--- src/rtl/mem_arb_pkg.sv ---
// Shared types for the memory port arbiter: tag type, owner encoding, tag table entry
// and issue FSM state constants.
package mem_arb_pkg;

  localparam int TAG_W     = 4;
  localparam int NTAGS_DEF = 16;
  localparam int LSQ_ID_W  = 4;

  typedef logic [TAG_W-1:0] tag_t;

  typedef enum logic {
    OWN_LSQ = 1'b0,
    OWN_IF  = 1'b1
  } owner_e;

  typedef struct packed {
    owner_e                owner;
    logic [LSQ_ID_W-1:0]   lsq_id;
  } tag_entry_t;

  localparam logic [0:0] ST_IDLE = 1'b0;
  localparam logic [0:0] ST_SEND = 1'b1;

endpackage

--- src/rtl/mem_arb_tag_pool.sv ---
// Memory tag pool: free vector, lowest-free encoder, owner/lsq_id table.
// Allocation reads only the registered free vector, so a tag freed this cycle is never reissued this cycle.
module mem_arb_tag_pool
  import mem_arb_pkg::*;
#(
  parameter int NTAGS = NTAGS_DEF,
  parameter int TAG_W = mem_arb_pkg::TAG_W
) (
  input  logic             clk_i,
  input  logic             rst_ni,
  input  logic             alloc_i,
  input  tag_entry_t       alloc_entry_i,
  output logic             any_free_o,
  output logic [TAG_W-1:0] alloc_tag_o,
  input  logic             free_i,
  input  logic [TAG_W-1:0] free_tag_i,
  output logic             free_hit_o,
  output tag_entry_t       free_entry_o
);

  logic [NTAGS-1:0] free_q, free_d;
  tag_entry_t       table_q [NTAGS];

  always_comb begin
    alloc_tag_o = '0;
    for (int i = NTAGS - 1; i >= 0; i--) begin
      if (free_q[i]) alloc_tag_o = TAG_W'(i);
    end
  end

  assign any_free_o   = |free_q;
  assign free_hit_o   = ~free_q[free_tag_i];
  assign free_entry_o = table_q[free_tag_i];

  always_comb begin
    free_d = free_q;
    if (free_i && free_hit_o) free_d[free_tag_i] = 1'b1;
    if (alloc_i)              free_d[alloc_tag_o] = 1'b0;
  end

  always_ff @(posedge clk_i or negedge rst_ni) begin
    if (!rst_ni) begin
      free_q <= '1;
      for (int i = 0; i < NTAGS; i++) table_q[i] <= '0;
    end else begin
      free_q <= free_d;
      if (alloc_i) table_q[alloc_tag_o] <= alloc_entry_i;
    end
  end

endmodule

--- src/rtl/mem_port_arbiter.sv ---
// Shares the memory request port between LSQ (port 0) and fetch (port 1), tags requests
// and routes responses back by tag. Optional perf counters under MEM_ARB_PERF_EN.
module mem_port_arbiter
  import mem_arb_pkg::*;
#(
  parameter int NTAGS        = NTAGS_DEF,
  parameter int TAG_W        = mem_arb_pkg::TAG_W,
  parameter int STARVE_LIMIT = 8
) (
  input  logic             clk_i,
  input  logic             rst_ni,
  input  logic             lsq_req_i,
  input  logic             lsq_rw_i,
  input  logic [31:0]      lsq_addr_i,
  input  logic [31:0]      lsq_wdata_i,
  input  logic [3:0]       lsq_id_i,
  output logic             lsq_gnt_o,
  input  logic             if_req_i,
  input  logic [31:0]      if_addr_i,
  output logic             if_gnt_o,
  output logic [31:0]      mem_addr_o,
  output logic [31:0]      mem_wdata_o,
  output logic             mem_rw_o,
  output logic [TAG_W-1:0] mem_id_o,
  output logic             mem_valid_o,
  input  logic             mem_stall_i,
  input  logic [31:0]      mem_rdata_i,
  input  logic [TAG_W-1:0] mem_rid_i,
  input  logic             mem_ready_i,
  output logic             lsq_rsp_valid_o,
  output logic [31:0]      lsq_rsp_data_o,
  output logic [3:0]       lsq_rsp_id_o,
  output logic             if_rsp_valid_o,
  output logic [31:0]      if_rsp_data_o,
  output logic             tag_err_o
`ifdef MEM_ARB_PERF_EN
  ,
  output logic [31:0]      perf_lsq_gnt_o,
  output logic [31:0]      perf_if_gnt_o,
  output logic [31:0]      perf_stall_cyc_o
`endif
);

  localparam int SW = $clog2(STARVE_LIMIT + 1);
  localparam logic [SW-1:0] STARVE_MAX = SW'(STARVE_LIMIT);

  logic [0:0]       state_q, state_d;
  logic [SW-1:0]    starve_q, starve_d;
  logic [31:0]      addr_q, addr_d, wdata_q, wdata_d;
  logic             rw_q, rw_d;
  logic [TAG_W-1:0] id_q, id_d;
  logic             lrv_q, lrv_d, irv_q, irv_d, err_q, err_d;
  logic [31:0]      ldata_q, ldata_d, idata_q, idata_d;
  logic [3:0]       lid_q, lid_d;

  logic             any_free, free_hit, can_gnt, if_pri, gnt, rsp_hit;
  logic [TAG_W-1:0] alloc_tag;
  tag_entry_t       alloc_entry, rsp_entry;

  mem_arb_tag_pool #(.NTAGS(NTAGS), .TAG_W(TAG_W)) u_pool (
    .clk_i         (clk_i),
    .rst_ni        (rst_ni),
    .alloc_i       (gnt),
    .alloc_entry_i (alloc_entry),
    .any_free_o    (any_free),
    .alloc_tag_o   (alloc_tag),
    .free_i        (mem_ready_i),
    .free_tag_i    (mem_rid_i),
    .free_hit_o    (free_hit),
    .free_entry_o  (rsp_entry)
  );

  // Issue slot is available when idle or when the held request is accepted this cycle.
  assign can_gnt   = ((state_q == ST_IDLE) || !mem_stall_i) && any_free;
  assign if_pri    = if_req_i && (!lsq_req_i || (starve_q == STARVE_MAX));
  assign if_gnt_o  = can_gnt && if_pri;
  assign lsq_gnt_o = can_gnt && lsq_req_i && !if_pri;
  assign gnt       = lsq_gnt_o || if_gnt_o;

  assign alloc_entry.owner  = if_gnt_o ? OWN_IF : OWN_LSQ;
  assign alloc_entry.lsq_id = if_gnt_o ? '0 : lsq_id_i;

  assign rsp_hit = mem_ready_i && free_hit;

  always_comb begin
    state_d  = state_q;
    starve_d = starve_q;
    addr_d   = addr_q;
    wdata_d  = wdata_q;
    rw_d     = rw_q;
    id_d     = id_q;
    if (gnt) begin
      state_d = ST_SEND;
      addr_d  = if_gnt_o ? if_addr_i : lsq_addr_i;
      wdata_d = if_gnt_o ? 32'h0 : lsq_wdata_i;
      rw_d    = if_gnt_o ? 1'b0 : lsq_rw_i;
      id_d    = alloc_tag;
    end else if ((state_q == ST_SEND) && !mem_stall_i) begin
      state_d = ST_IDLE;
    end
    // Saturate so a stalled window cannot push the count past the forcing point.
    if (if_gnt_o)                                 starve_d = '0;
    else if (if_req_i && (starve_q != STARVE_MAX)) starve_d = starve_q + 1'b1;
  end

  always_comb begin
    lrv_d   = rsp_hit && (rsp_entry.owner == OWN_LSQ);
    irv_d   = rsp_hit && (rsp_entry.owner == OWN_IF);
    ldata_d = lrv_d ? mem_rdata_i : ldata_q;
    lid_d   = lrv_d ? rsp_entry.lsq_id : lid_q;
    idata_d = irv_d ? mem_rdata_i : idata_q;
    err_d   = err_q || (mem_ready_i && !free_hit);
  end

  always_ff @(posedge clk_i or negedge rst_ni) begin
    if (!rst_ni) begin
      state_q  <= ST_IDLE;
      starve_q <= '0;
      addr_q   <= '0;
      wdata_q  <= '0;
      rw_q     <= 1'b0;
      id_q     <= '0;
      lrv_q    <= 1'b0;
      irv_q    <= 1'b0;
      ldata_q  <= '0;
      lid_q    <= '0;
      idata_q  <= '0;
      err_q    <= 1'b0;
    end else begin
      state_q  <= state_d;
      starve_q <= starve_d;
      addr_q   <= addr_d;
      wdata_q  <= wdata_d;
      rw_q     <= rw_d;
      id_q     <= id_d;
      lrv_q    <= lrv_d;
      irv_q    <= irv_d;
      ldata_q  <= ldata_d;
      lid_q    <= lid_d;
      idata_q  <= idata_d;
      err_q    <= err_d;
    end
  end

  assign mem_valid_o     = (state_q == ST_SEND);
  assign mem_addr_o      = addr_q;
  assign mem_wdata_o     = wdata_q;
  assign mem_rw_o        = rw_q;
  assign mem_id_o        = id_q;
  assign lsq_rsp_valid_o = lrv_q;
  assign lsq_rsp_data_o  = ldata_q;
  assign lsq_rsp_id_o    = lid_q;
  assign if_rsp_valid_o  = irv_q;
  assign if_rsp_data_o   = idata_q;
  assign tag_err_o       = err_q;

`ifdef MEM_ARB_PERF_EN
  logic [31:0] plg_q, pig_q, pst_q;

  always_ff @(posedge clk_i or negedge rst_ni) begin
    if (!rst_ni) begin
      plg_q <= '0;
      pig_q <= '0;
      pst_q <= '0;
    end else begin
      if (lsq_gnt_o) plg_q <= plg_q + 32'd1;
      if (if_gnt_o)  pig_q <= pig_q + 32'd1;
      if ((state_q == ST_SEND) && mem_stall_i) pst_q <= pst_q + 32'd1;
    end
  end

  assign perf_lsq_gnt_o   = plg_q;
  assign perf_if_gnt_o    = pig_q;
  assign perf_stall_cyc_o = pst_q;
`endif

endmodule

--- config.mk ---
export PLATFORM = sky130hd
export DESIGN_NAME = mem_port_arbiter
export DESIGN_NICKNAME = d
export VERILOG_FILES = /design/src/rtl/mem_arb_pkg.sv /design/src/rtl/mem_arb_tag_pool.sv /design/src/rtl/mem_port_arbiter.sv
export SDC_FILE = /design/constraint.sdc
export NUM_CORES = 1
export LEC_CHECK = 0
export ABC_AREA = 1
export CAP_MARGIN = 40
export CORE_MARGIN = 5
export CORE_UTILIZATION = 48
export DETAILED_ROUTE_END_ITERATION = 10
export PLACE_DENSITY = 0.88
export SLEW_MARGIN = 20
export SYNTH_ARGS = -nofsm -noshare
export SYNTH_HDL_FRONTEND = slang
export SYNTH_SLANG_ARGS = --single-unit
--- constraint.sdc ---
create_clock -name clk_i -period 2.7 [get_ports clk_i]
set_input_delay 0.405 -clock clk_i [delete_from_list [all_inputs] [get_ports clk_i]]
set_output_delay 0.405 -clock clk_i [all_outputs]
set_load 0.02 [all_outputs]
==> results.ini <==
[status]
status=completed

[flow_run]
cap_violations=0

[yosys]
synth_commonest_cells=258 x nand2_1, 225 x dfrtp_1, 98 x o21ai_1
syn_nets=1243
synth.most_common_cell=nand2_1
synth_area_um2=10400
yosys.area.top_type=dfrtp_1
async_reset_ff_share_pct=100
synth.distinct_cells=40
ys_warn_count=0
synth_edf_count=0
syn_avg_cell_area_um2=9.43
synthCells=1098
synth_area_leaders=dfrtp_1 54%, nand2_1 9.4%, o21ai_1 4.7%, dfstp_2 4.1%, inv_1 3.0%
synth_top_area_share_pct=54.4
ys_dominant_reg_cell=dfrtp_1
yosysSeqAreaShare_pct=58.4
ys_ff_latch=241

[route]
drt-total-wl_um=34300
initialDrtViolationCount=1244
wl_per_cell_um=20.3
drc=0
first_pass_iters=6
ant_nets=0
vias=9755
vias_per_cell=5.78

[sta]
finalCritPeriodShare_pct=96.1
maxSlewViolCount=0
finalSetupViolations=0
max-slew-margin-rel_pct=53.5
fin_crit_ns=2.59
tns_ns=0
worst_pin_slew_ns=0.692
clock_skew_ns=0.0154
whs_ns=0.460
clock.fmax_mhz=386
hold_viol_final=0

[cts]
cts_made_buffers=24
cts_tree=yes
path_clk_slew_ns=0.07
cts_sinks=241
clock_latency_ns=0.51
htree_levels=1
cts_max_path_buffers=3
root_buffer=clkbuf_16

[critical_path]
r2r_slack_ns=0.19
critPathRequiredTime_ns=2.30
cp.arrival_ns=2.19
reg2regPathDepth=14
endpoint_kind=output port
rr_startpoint=starve_q[0]
r2r-end=u_pool.table_q[78]
crit_fanout=4
start_kind=flop
critPathKind=flop to output port

[die]
ios=286
coreArea_um2=21200
initial_core_util_pct=49.0
die_width_um=157
die_h_um=157
die_area_um2=24600
num_rows=53

[grt]
grt_use_total_pct=27.0
grt_pass1_wl_um=53200
antenna_found_initial=1
grt_overflow=0
grt_max_degree=88
grt_pass1_vias=9743

[layout]
fill_cells=1448
multiInputGateArea_um2=3620
nets=1540
drive_gt1_share_pct=10.4
regArea_um2=6050
area_growth_pct=40.2

[power]
ir_worst_vdd_mv=0.506
power.leakage_nw=6.71
p_total_mw=14.1
p_per_area_nw_per_um2=968

[hold_path]
hold_path_class=primary input to flop
min_path_cells=3
hp-start=mem_rdata_i[26]
hold_path_end=lsq_rsp_data_o[26]

[placed_design]
portBuffers=285
gp_congestion=0.929
hpwl_um=23700

[worst max path at each step]
stage	startpoint	to
2_1_floorplan	starve_q[0]	u_pool.table_q[5]
3_3_place_gp	mem_rid_i[1]	lsq_rsp_data_o[30]
3_5_place_dp	mem_rid_i[0]	if_rsp_data_o[28]
4_1_cts	starve_q[0]	if_gnt_o
5_1_grt	starve_q[0]	lsq_gnt_o
6_report	starve_q[0]	lsq_gnt_o
[stage by stage]
| stage | instance area [um^2] | utilization [%] | worst slack, ns | cells |
|---|---|---|---|---|
| after CTS | 14500 | 68.6 | 0.00314 | 1686 |
| final | 14500 | 68.6 | 0.106 | 1687 |
| after detailed placement | 13700 | 64.6 | 0.0679 | 1643 |
| after floorplan | 10400 | - | 0.684 | 1098 |
| after global routing | 14500 | 68.6 | -0.0100 | 1687 |
| after global placement | 13700 | 64.6 | 0.169 | 1643 |
[registers in the layout, indices dropped and copies added (netlist names), 4 cells and up]
signal,cells
if_rsp_data_o,32
lsq_rsp_id_o,4
mem_addr_o,32
mem_id_o,4
u_pool.table_q,80
starve_q,4
lsq_rsp_data_o,32
mem_wdata_o,32
u_pool.free_q,16
[cell usage in the layout (no fill, tap or decap), types with 4 or more instances in the layout]
master             n
nor2_1            74
buf_4             41
a22oi_1           41
dfrtp_1          225
clkdlybuf4s50_1  282
nor3_1             5
clkinv_2           4
clkbuf_16         25
inv_2             10
a21boi_0          12
nor4_1             4
nand3_2            8
o21ai_0           35
dfstp_2           16
inv_1             84
nand4_1           47
a22o_1            33
nand3_1           14
buf_12             6
nor2_4             5
o22ai_1           35
nand2_1          258
nand2_2            6
clkbuf_8           6
a21oi_1            6
o21ai_1           98
[cell type report]
class                           count  share of cell area (%)
Clock inverter                      9                   0.879
Antenna cell                        1                  0.0172
Clock buffer                       33                    4.93
Inverter                           96                    2.53
Timing Repair Buffer              333                    22.7
Sequential cell                   241                    41.7
Multi-Input combinational cell    699                    24.9
Tap cell                          275                    2.37
[report_power, final]
group | internal [mW] | total [mW] | switching (mW)
Clock | 2.14 | 3.54 | 1.40
Combinational | 2.13 | 5.23 | 3.10
Sequential | 4.67 | 5.28 | 0.614
Total | 8.94 | 14.1 | 5.11
[cells by family (layout without fill, tap and decap cells)]
family,count (synthesis),count (layout),share of synthesized area [%]
buffers and inverters,158,471,6.73
flip-flops,241,241,58.4
XOR/XNOR,1,1,0.0846
adder cells (fa/ha/maj),2,2,0.242
other,0,1,0
AND/OR/NAND/NOR,430,430,18.6
AO/OA/AOI/OAI,266,266,15.9
[per-layer routing]
metal	GRT usage [%]	share of wire, %
met1	33.7	36
met2	46.7	50
met3	4.65	9.1
met4	11.5	4.8
met5	0	0
[timing repair]
item	4_1_cts	5_1_grt
setup endpoints to repair	2	7
setup buffers	0	0
gates resized for setup	3	3
hold buffers	1	0
hold endpoints to repair	66	0
pin swaps	0	0
[worst max-delay path: stages (launching register included)]
cell,delay (ns)
dfrtp_1,0.42
inv_1,0.10
ha_1,0.16
nand2_1,0.08
nor2_2,0.13
inv_1,0.07
a21oi_2,0.15
inv_1,0.09
nand4_4,0.10
inv_4,0.06
dlygate4sd2_1,0.33
(Power assumes the default switching activity.)
